--- config.mk ---
export PLATFORM = sky130hd
export DESIGN_NAME = cb_inport
export DESIGN_NICKNAME = d
export VERILOG_FILES = /design/src/rtl/cb_inport.sv
export SDC_FILE = /design/constraint.sdc
export NUM_CORES = 1
export LEC_CHECK = 0
export ABC_AREA = 1
export CAP_MARGIN = 20
export CORE_UTILIZATION = 30
export CTS_CLUSTER_SIZE = 10
export DETAILED_ROUTE_END_ITERATION = 7
export MAX_ROUTING_LAYER = met4
export SLEW_MARGIN = 20
export SYNTH_ARGS = -nofsm -noshare
export SYNTH_HDL_FRONTEND = slang
export SYNTH_SLANG_ARGS = --single-unit
--- constraint.sdc ---
create_clock -name clk -period 4.6 [get_ports clk]
set_clock_uncertainty 0.2 [all_clocks]
set_input_delay 0.92 -clock clk [delete_from_list [all_inputs] [get_ports clk]]
set_output_delay 0.92 -clock clk [all_outputs]
set_load 0.01 [all_outputs]
--- src/rtl/cb_inport.sv ---
// cb_inport: buffers link flits in a small FIFO and forwards them wormhole-style into one crossbar input,
// holding the request from head transfer through tail transfer.
module cb_inport #(
  parameter int PORT_N = 5,
  parameter int PORT_W = 3,
  parameter int DATA_W = 32,
  parameter int DEPTH  = 4
) (
  input  logic              clk,
  input  logic              rst,
  input  logic              in_vld_i,
  output logic              in_rdy_o,
  input  logic [DATA_W-1:0] in_data_i,
  input  logic              in_head_i,
  input  logic              in_tail_i,
  input  logic [PORT_W-1:0] in_dst_i,
  output logic              req_o,
  output logic [PORT_W-1:0] port_o,
  input  logic [PORT_N-1:0] grt_i,
  input  logic              dn_rdy_i,
  output logic              out_vld_o,
  output logic [DATA_W-1:0] out_data_o,
  output logic              out_head_o,
  output logic              out_tail_o,
  output logic              drop_o
);
  localparam int AW = $clog2(DEPTH);
  localparam int FW = DATA_W + PORT_W + 2;
  localparam logic [0:0] IDLE = 1'b0, ACTIVE = 1'b1;
  logic [FW-1:0] mem [DEPTH];
  logic [AW-1:0] wp, rp;
  logic [AW:0] cnt;
  logic [0:0] state;
  logic [PORT_W-1:0] route;
  logic f_head, f_tail, empty, push, pop, hit, xfer, drop;
  logic [PORT_W-1:0] f_dst;
  logic [DATA_W-1:0] f_data;
  assign {f_head, f_tail, f_dst, f_data} = mem[rp];
  assign empty = cnt == '0;
  assign in_rdy_o = cnt != (AW+1)'(DEPTH);
  assign push = in_vld_i & in_rdy_o;
  // only the grant bit of the held route counts; other bits belong to other arbitration
  assign hit = |(grt_i & (PORT_N'(1) << route));
  assign xfer = (state == ACTIVE) & hit & dn_rdy_i & ~empty;
  assign drop = (state == IDLE) & ~empty & ~f_head;
  assign pop = xfer | drop;
  assign req_o = state == ACTIVE;
  assign port_o = route;
  assign out_vld_o = xfer;
  assign out_data_o = xfer ? f_data : '0;
  assign out_head_o = xfer & f_head;
  assign out_tail_o = xfer & f_tail;
  assign drop_o = drop;
  always_ff @(posedge clk)
    if (push) mem[wp] <= {in_head_i, in_tail_i, in_dst_i, in_data_i};
  always_ff @(posedge clk) begin
    if (rst) begin
      wp <= '0;
      rp <= '0;
      cnt <= '0;
      state <= IDLE;
      route <= '0;
    end else begin
      wp <= push ? wp + AW'(1) : wp;
      rp <= pop ? rp + AW'(1) : rp;
      cnt <= cnt + (AW+1)'(push) - (AW+1)'(pop);
      if (state == IDLE && !empty && f_head) begin
        state <= ACTIVE;
        route <= f_dst;
      end else if (xfer && f_tail) state <= IDLE;
    end
  end
endmodule

Yosys cells after proc, flatten, opt, wreduce, memory -nomap -nowiden --
Memory sizes are Yosys's and may differ from the RTL's. A register that Yosys moved wholly into a read port is not among the register bits. Index checks and enable logic that the tools add are counted.
Storage, ports and cells: flip-flop bits (word level) 11, memory bits (writable) 148, input bits 46, logic and storage cells 39, memories kept 1
Operators by class: $add $sub $neg 4, equality and inequality tests 1, shift operators 1, muxes and demuxes 7, bitwise logic cells 13, reductions and logical operators 7
Memories:
- mem | depth 4, width 37, rd ports 1, clocked after memory_dff 1, write ports 1, RTL line 30 | logic [FW-1:0] mem [DEPTH];
Operator list (number):
- two-way mux 32 bit | 1
- bitwise AND 1 bit | 8
- bitwise AND 5 bit | 1
- OR reduction 5 bit | 1
- << shifter 1 x 3 -> 5 bit, first input constant | 1
- adder 2 x 1 -> 2 bit, second input constant | 2
- two-way mux 1 bit | 4
- two-way mux 2 bit | 2
- adder 3 x 1 -> 3 bit | 1
- logical AND 1 bit | 3
- logical NOT 3 bit | 1
- inequality test 3 bit, second input constant | 1
- inverter 1 bit | 3
- subtractor 3 x 1 -> 3 bit | 1
- nonzero test 2 bit | 1
- logical NOT 1 bit | 1
- bitwise OR 1 bit | 1

Logic depth before layout (Yosys ltp) --
depth in word-level cells 9, depth in mapped cells 15

Least setup slack after synthesis --
No wires, ideal clock.
path kind input to register, start point in in_vld_i, end point mem mem[0][0] in the netlist's numbering (enable), library setup time 0.431 ns, data arrival time 2.658 ns, slack 1.311 ns, cell stages on the path 2, buffers on the path 0, path through nand2_1 > nor2_1
Between the ends: word-level cells in the longest chain between the ends 3
RTL lines:
- start: declaration | RTL line 11 | input logic in_vld_i,
- bitwise AND 1 bit | RTL line 41 | assign push = in_vld_i & in_rdy_o;
- two-way mux 1 bit | RTL line 55 | if (push) mem[wp] <= {in_head_i, in_tail_i, in_dst_i, in_data_i};
- two-way mux 1 bit (not written as such) | RTL line 55
- end: declaration | RTL line 30
No other way between the ends.

Final worst setup path --
start point in dn_rdy_i, end point out out_data_o[17]
Between the ends: word-level cells in the longest chain between the ends 3
RTL lines:
- start: declaration | RTL line 20 | input logic dn_rdy_i,
- bitwise AND 1 bit (2 in series) | RTL line 44 | assign xfer = (state == ACTIVE) & hit & dn_rdy_i & ~empty;
- two-way mux 32 bit | RTL line 50 | assign out_data_o = xfer ? f_data : '0;
- end: declaration | RTL line 22 | output logic [DATA_W-1:0] out_data_o,
No other way between the ends.

==> impl_metrics.csv <==
group,metric,value,unit
run_status,status,"finished clean",
floorplanning,std_cell_rows,53,
setup_path,worstSetupStartpointType,"primary input",
worst_hold_path,worstHoldStart,"req_o",
logic_synthesis,yosys_warnings,0,
route,drt_iter0_markers,228,
timing,drv_slew,0,
floorplanning,die_h,150,um
floorplanning,dieArea,22400,um^2
timing,fin_tns_setup,0,ns
global_routing,grt_pass1_wl,22500,um
logic_synthesis,syn-cell-area,6530,um^2
floorplanning,io_pins,87,
timing,finalSetupViolations,0,
clocking,cts_resized,0,
setup_path,endpoint_kind,"output pin",
timing,final-hold-violation-count,0,
power_and_ir_drop,vdd_drop_max,0.249,mV
clocking,cts_sinks,161,
final_layout,final_layout_size_suffix_gt1_share,13.9,%
logic_synthesis,synthArstFlopShare,0,%
floorplanning,core,21200,um^2
clocking,cts.clk_slew.worst_paths,0.06,ns
timing,period_needed,4.08,ns
setup_path,crit_path_top_delay_cell,"clkdlybuf4s50_1",
final_layout,final_core_utilization,39.3,%
global_routing,gr-usage-met3,4.51,%
final_layout,finalNetCount,671,
setup_path,crit_type,"primary input to output pin",
setup_path,crit_path_cell_trace,"clkdlybuf4s50_1 > nand2_1 > inv_1 > nand2_1 > nor2_2 > nand2_4 > buf_4 > a21oi_2 > clkdlybuf4s50_1",
clocking,cts-root-buf,"clkbuf_16",
final_layout,area_delta_synth_final,27.3,%
timing,rsz0062_at_grt,"false",
timing,finalCritPeriodShare,88.8,%
global_routing,grt_busiest_layer,"met2",
global_routing,grt_use_met1,15.5,%
global_routing,grt-ovfl-total,0,
route,route.detailed.drc,0,
setup_path,regToRegSetupSlack,1.62,ns
job,drv_cap,0,
floorplanning,die_x,150,um
worst_hold_path,hold_path_depth,2,
clocking,cts_setup_buffers,0,
global_routing,grt_start_max_net_pins,75,
floorplanning,start_util,30.9,%
timing,relSlewSlack,43.7,%
clocking,cts_made_buffers,17,
clocking,cts_tree,"yes",
route,via_per_inst,4.54,
global_routing,first_global_vias,4342,
final_layout,final_common_cell,"nor2_1",
timing,clock.fmax,245,MHz
worst_hold_path,min_to,"req_o",
clocking,worstSkewPairLatency,0.41,ns
power_and_ir_drop,power_density,540,nW/um^2
route,antenna_left,0,
final_layout,final_cell_mix,"nor2_1 (154), edfxtp_1 (148), clkdlybuf4s50_1 (86), o21ai_0 (77), a21oi_2 (29)",
logic_synthesis,yosysSeqAreaShare,72.0,%
global_routing,grt_usage,13.9,%
global_routing,gr-usage-met2,23.3,%
logic_synthesis,synth_ff_type,"edfxtp_1",
logic_synthesis,synth_cell_types,26,
timing,tightest_slew,0.844,ns
logic_synthesis,synth_seq_cells,161,
final_layout,fillers,1965,
logic_synthesis,synth_area_per_cell,12.3,um^2
route,finalWirelength,14100,um
global_routing,antenna_found_initial,0,
route,first_pass_iters,4,
power_and_ir_drop,p_leak,2.81,nW
logic_synthesis,syn_nets,582,
logic_synthesis,synthCells,529,
setup_path,critPathMaxStageDelay,0.54,ns
clocking,cts.path.max_buffers,2,
placed_design,place_congestion,0.739,
placed_design,dp_hpwl,8490,um
route,routedWlPerCell,15.5,um
clocking,cts_hold_buf,0,
setup_path,worst_path_dominant_cell_family,"buffers and inverters",
setup_path,crit_fanout,22,
setup_path,crit_buf_inv,4,
final_layout,diodes,0,
route,vias,4115,
logic_synthesis,synth_edf_count,148,
setup_path,worstPathArrival,2.96,ns
setup_path,required,3.48,ns
worst_hold_path,hold_class,"register to register",
clocking,htree_levels,4,
setup_path,r2r_cells,14,
setup_path,r2r_end,"cnt[2]",
placed_design,placement.io_buffers,86,
## where the power goes
| part | internal, W | total, W | switching [W] |
|---|---|---|---|
| combinational | 0.000417 | 0.00123 | 0.000813 |
| clock | 0.000869 | 0.00139 | 0.000526 |
| sequential | 0.00179 | 0.00186 | 0.0000702 |
## through the flow
step	total power [W]	instances	setup WS, ns	hold slack [ns]	cell area [um^2]
6_report	0.00449	906	0.517	0.316	8310
5_1_grt	0.00477	906	0.387	0.333	8310
4_1_cts	0.00455	906	0.461	0.310	8310
3_5_place_dp	0.00314	874	0.477	0.301	7720
3_3_place_gp	0.00309	874	0.470	0.297	7720
2_1_floorplan	0.00273	529	1.31	0.288	6530
## logic make-up (layout without fill, tap and decap cells)
group                    Yosys count  after routing  share of synthesized area (%)
AO/OA/AOI/OAI                    120            120                           10.9
buffers and inverters             51            153                           3.70
adder cells (fa/ha/maj)            7              7                           1.46
flip-flops                       161            161                           72.0
AND/OR/NAND/NOR                  188            188                           11.6
XOR/XNOR                           2              2                          0.268
## sequential cells by signal, indices dropped and copies added (netlist names), named ones only
name    count
cnt         3
rp          2
mem       148
req_o       1
wp          2
port_o      3
## synthesized netlist by cell type, types with 2 or more instances
cell type	count	share of area (%)
a21oi_1	9	0.69
a21oi_2	29	3.9
buf_2	10	0.77
buf_4	2	0.23
buf_6	4	0.69
clkbuf_1	9	0.52
dfxtp_1	13	4.0
edfxtp_1	148	68
ha_1	6	1.1
inv_1	19	1.1
inv_2	6	0.34
nand2_1	15	0.86
nand2_2	2	0.19
nand2_4	2	0.34
nand3_1	5	0.38
nand3_2	2	0.31
nor2_1	158	9.1
nor2_2	3	0.29
o21ai_0	77	5.9
o21ai_1	2	0.15
o22ai_1	3	0.29
## metal layers
| metal | vias up | part of all wire, % |
|---|---|---|
| li1 | 2016 | - |
| met1 | 2001 | 43 |
| met2 | 80 | 51 |
| met3 | 18 | 4.3 |
| met4 | 0 | 1.6 |
| met5 | - | 0 |
## worst max-delay path by stage
stage	start	end	slack [ns]	depth (start not counted)
after CTS	dn_rdy_i	out_data_o[30]	0.46	9
final	dn_rdy_i	out_data_o[17]	0.52	9
after detailed placement	dn_rdy_i	out_data_o[30]	0.48	9
after floorplan	in_vld_i	mem[0][0]	1.31	2
after global routing	dn_rdy_i	out_data_o[18]	0.39	9
after global placement	dn_rdy_i	out_data_o[30]	0.47	9
## cell type report
class,instances,area (um^2),share of cell area (%)
inverters,25,93.8,1.13
clock inverters,9,134,1.61
repair buffers,96,961,11.6
flip-flops and latches,161,4710,56.6
multi-input cells,317,1620,19.4
well taps,275,344,4.14
clock buffers,23,458,5.51
## worst min-delay path, cell delays in order (launching register included)
cell,delay [ns]
dfxtp_1,0.34
nand2_1,0.07
a21oi_1,0.06
No activity file was read; power rests on OpenSTA's default activity.
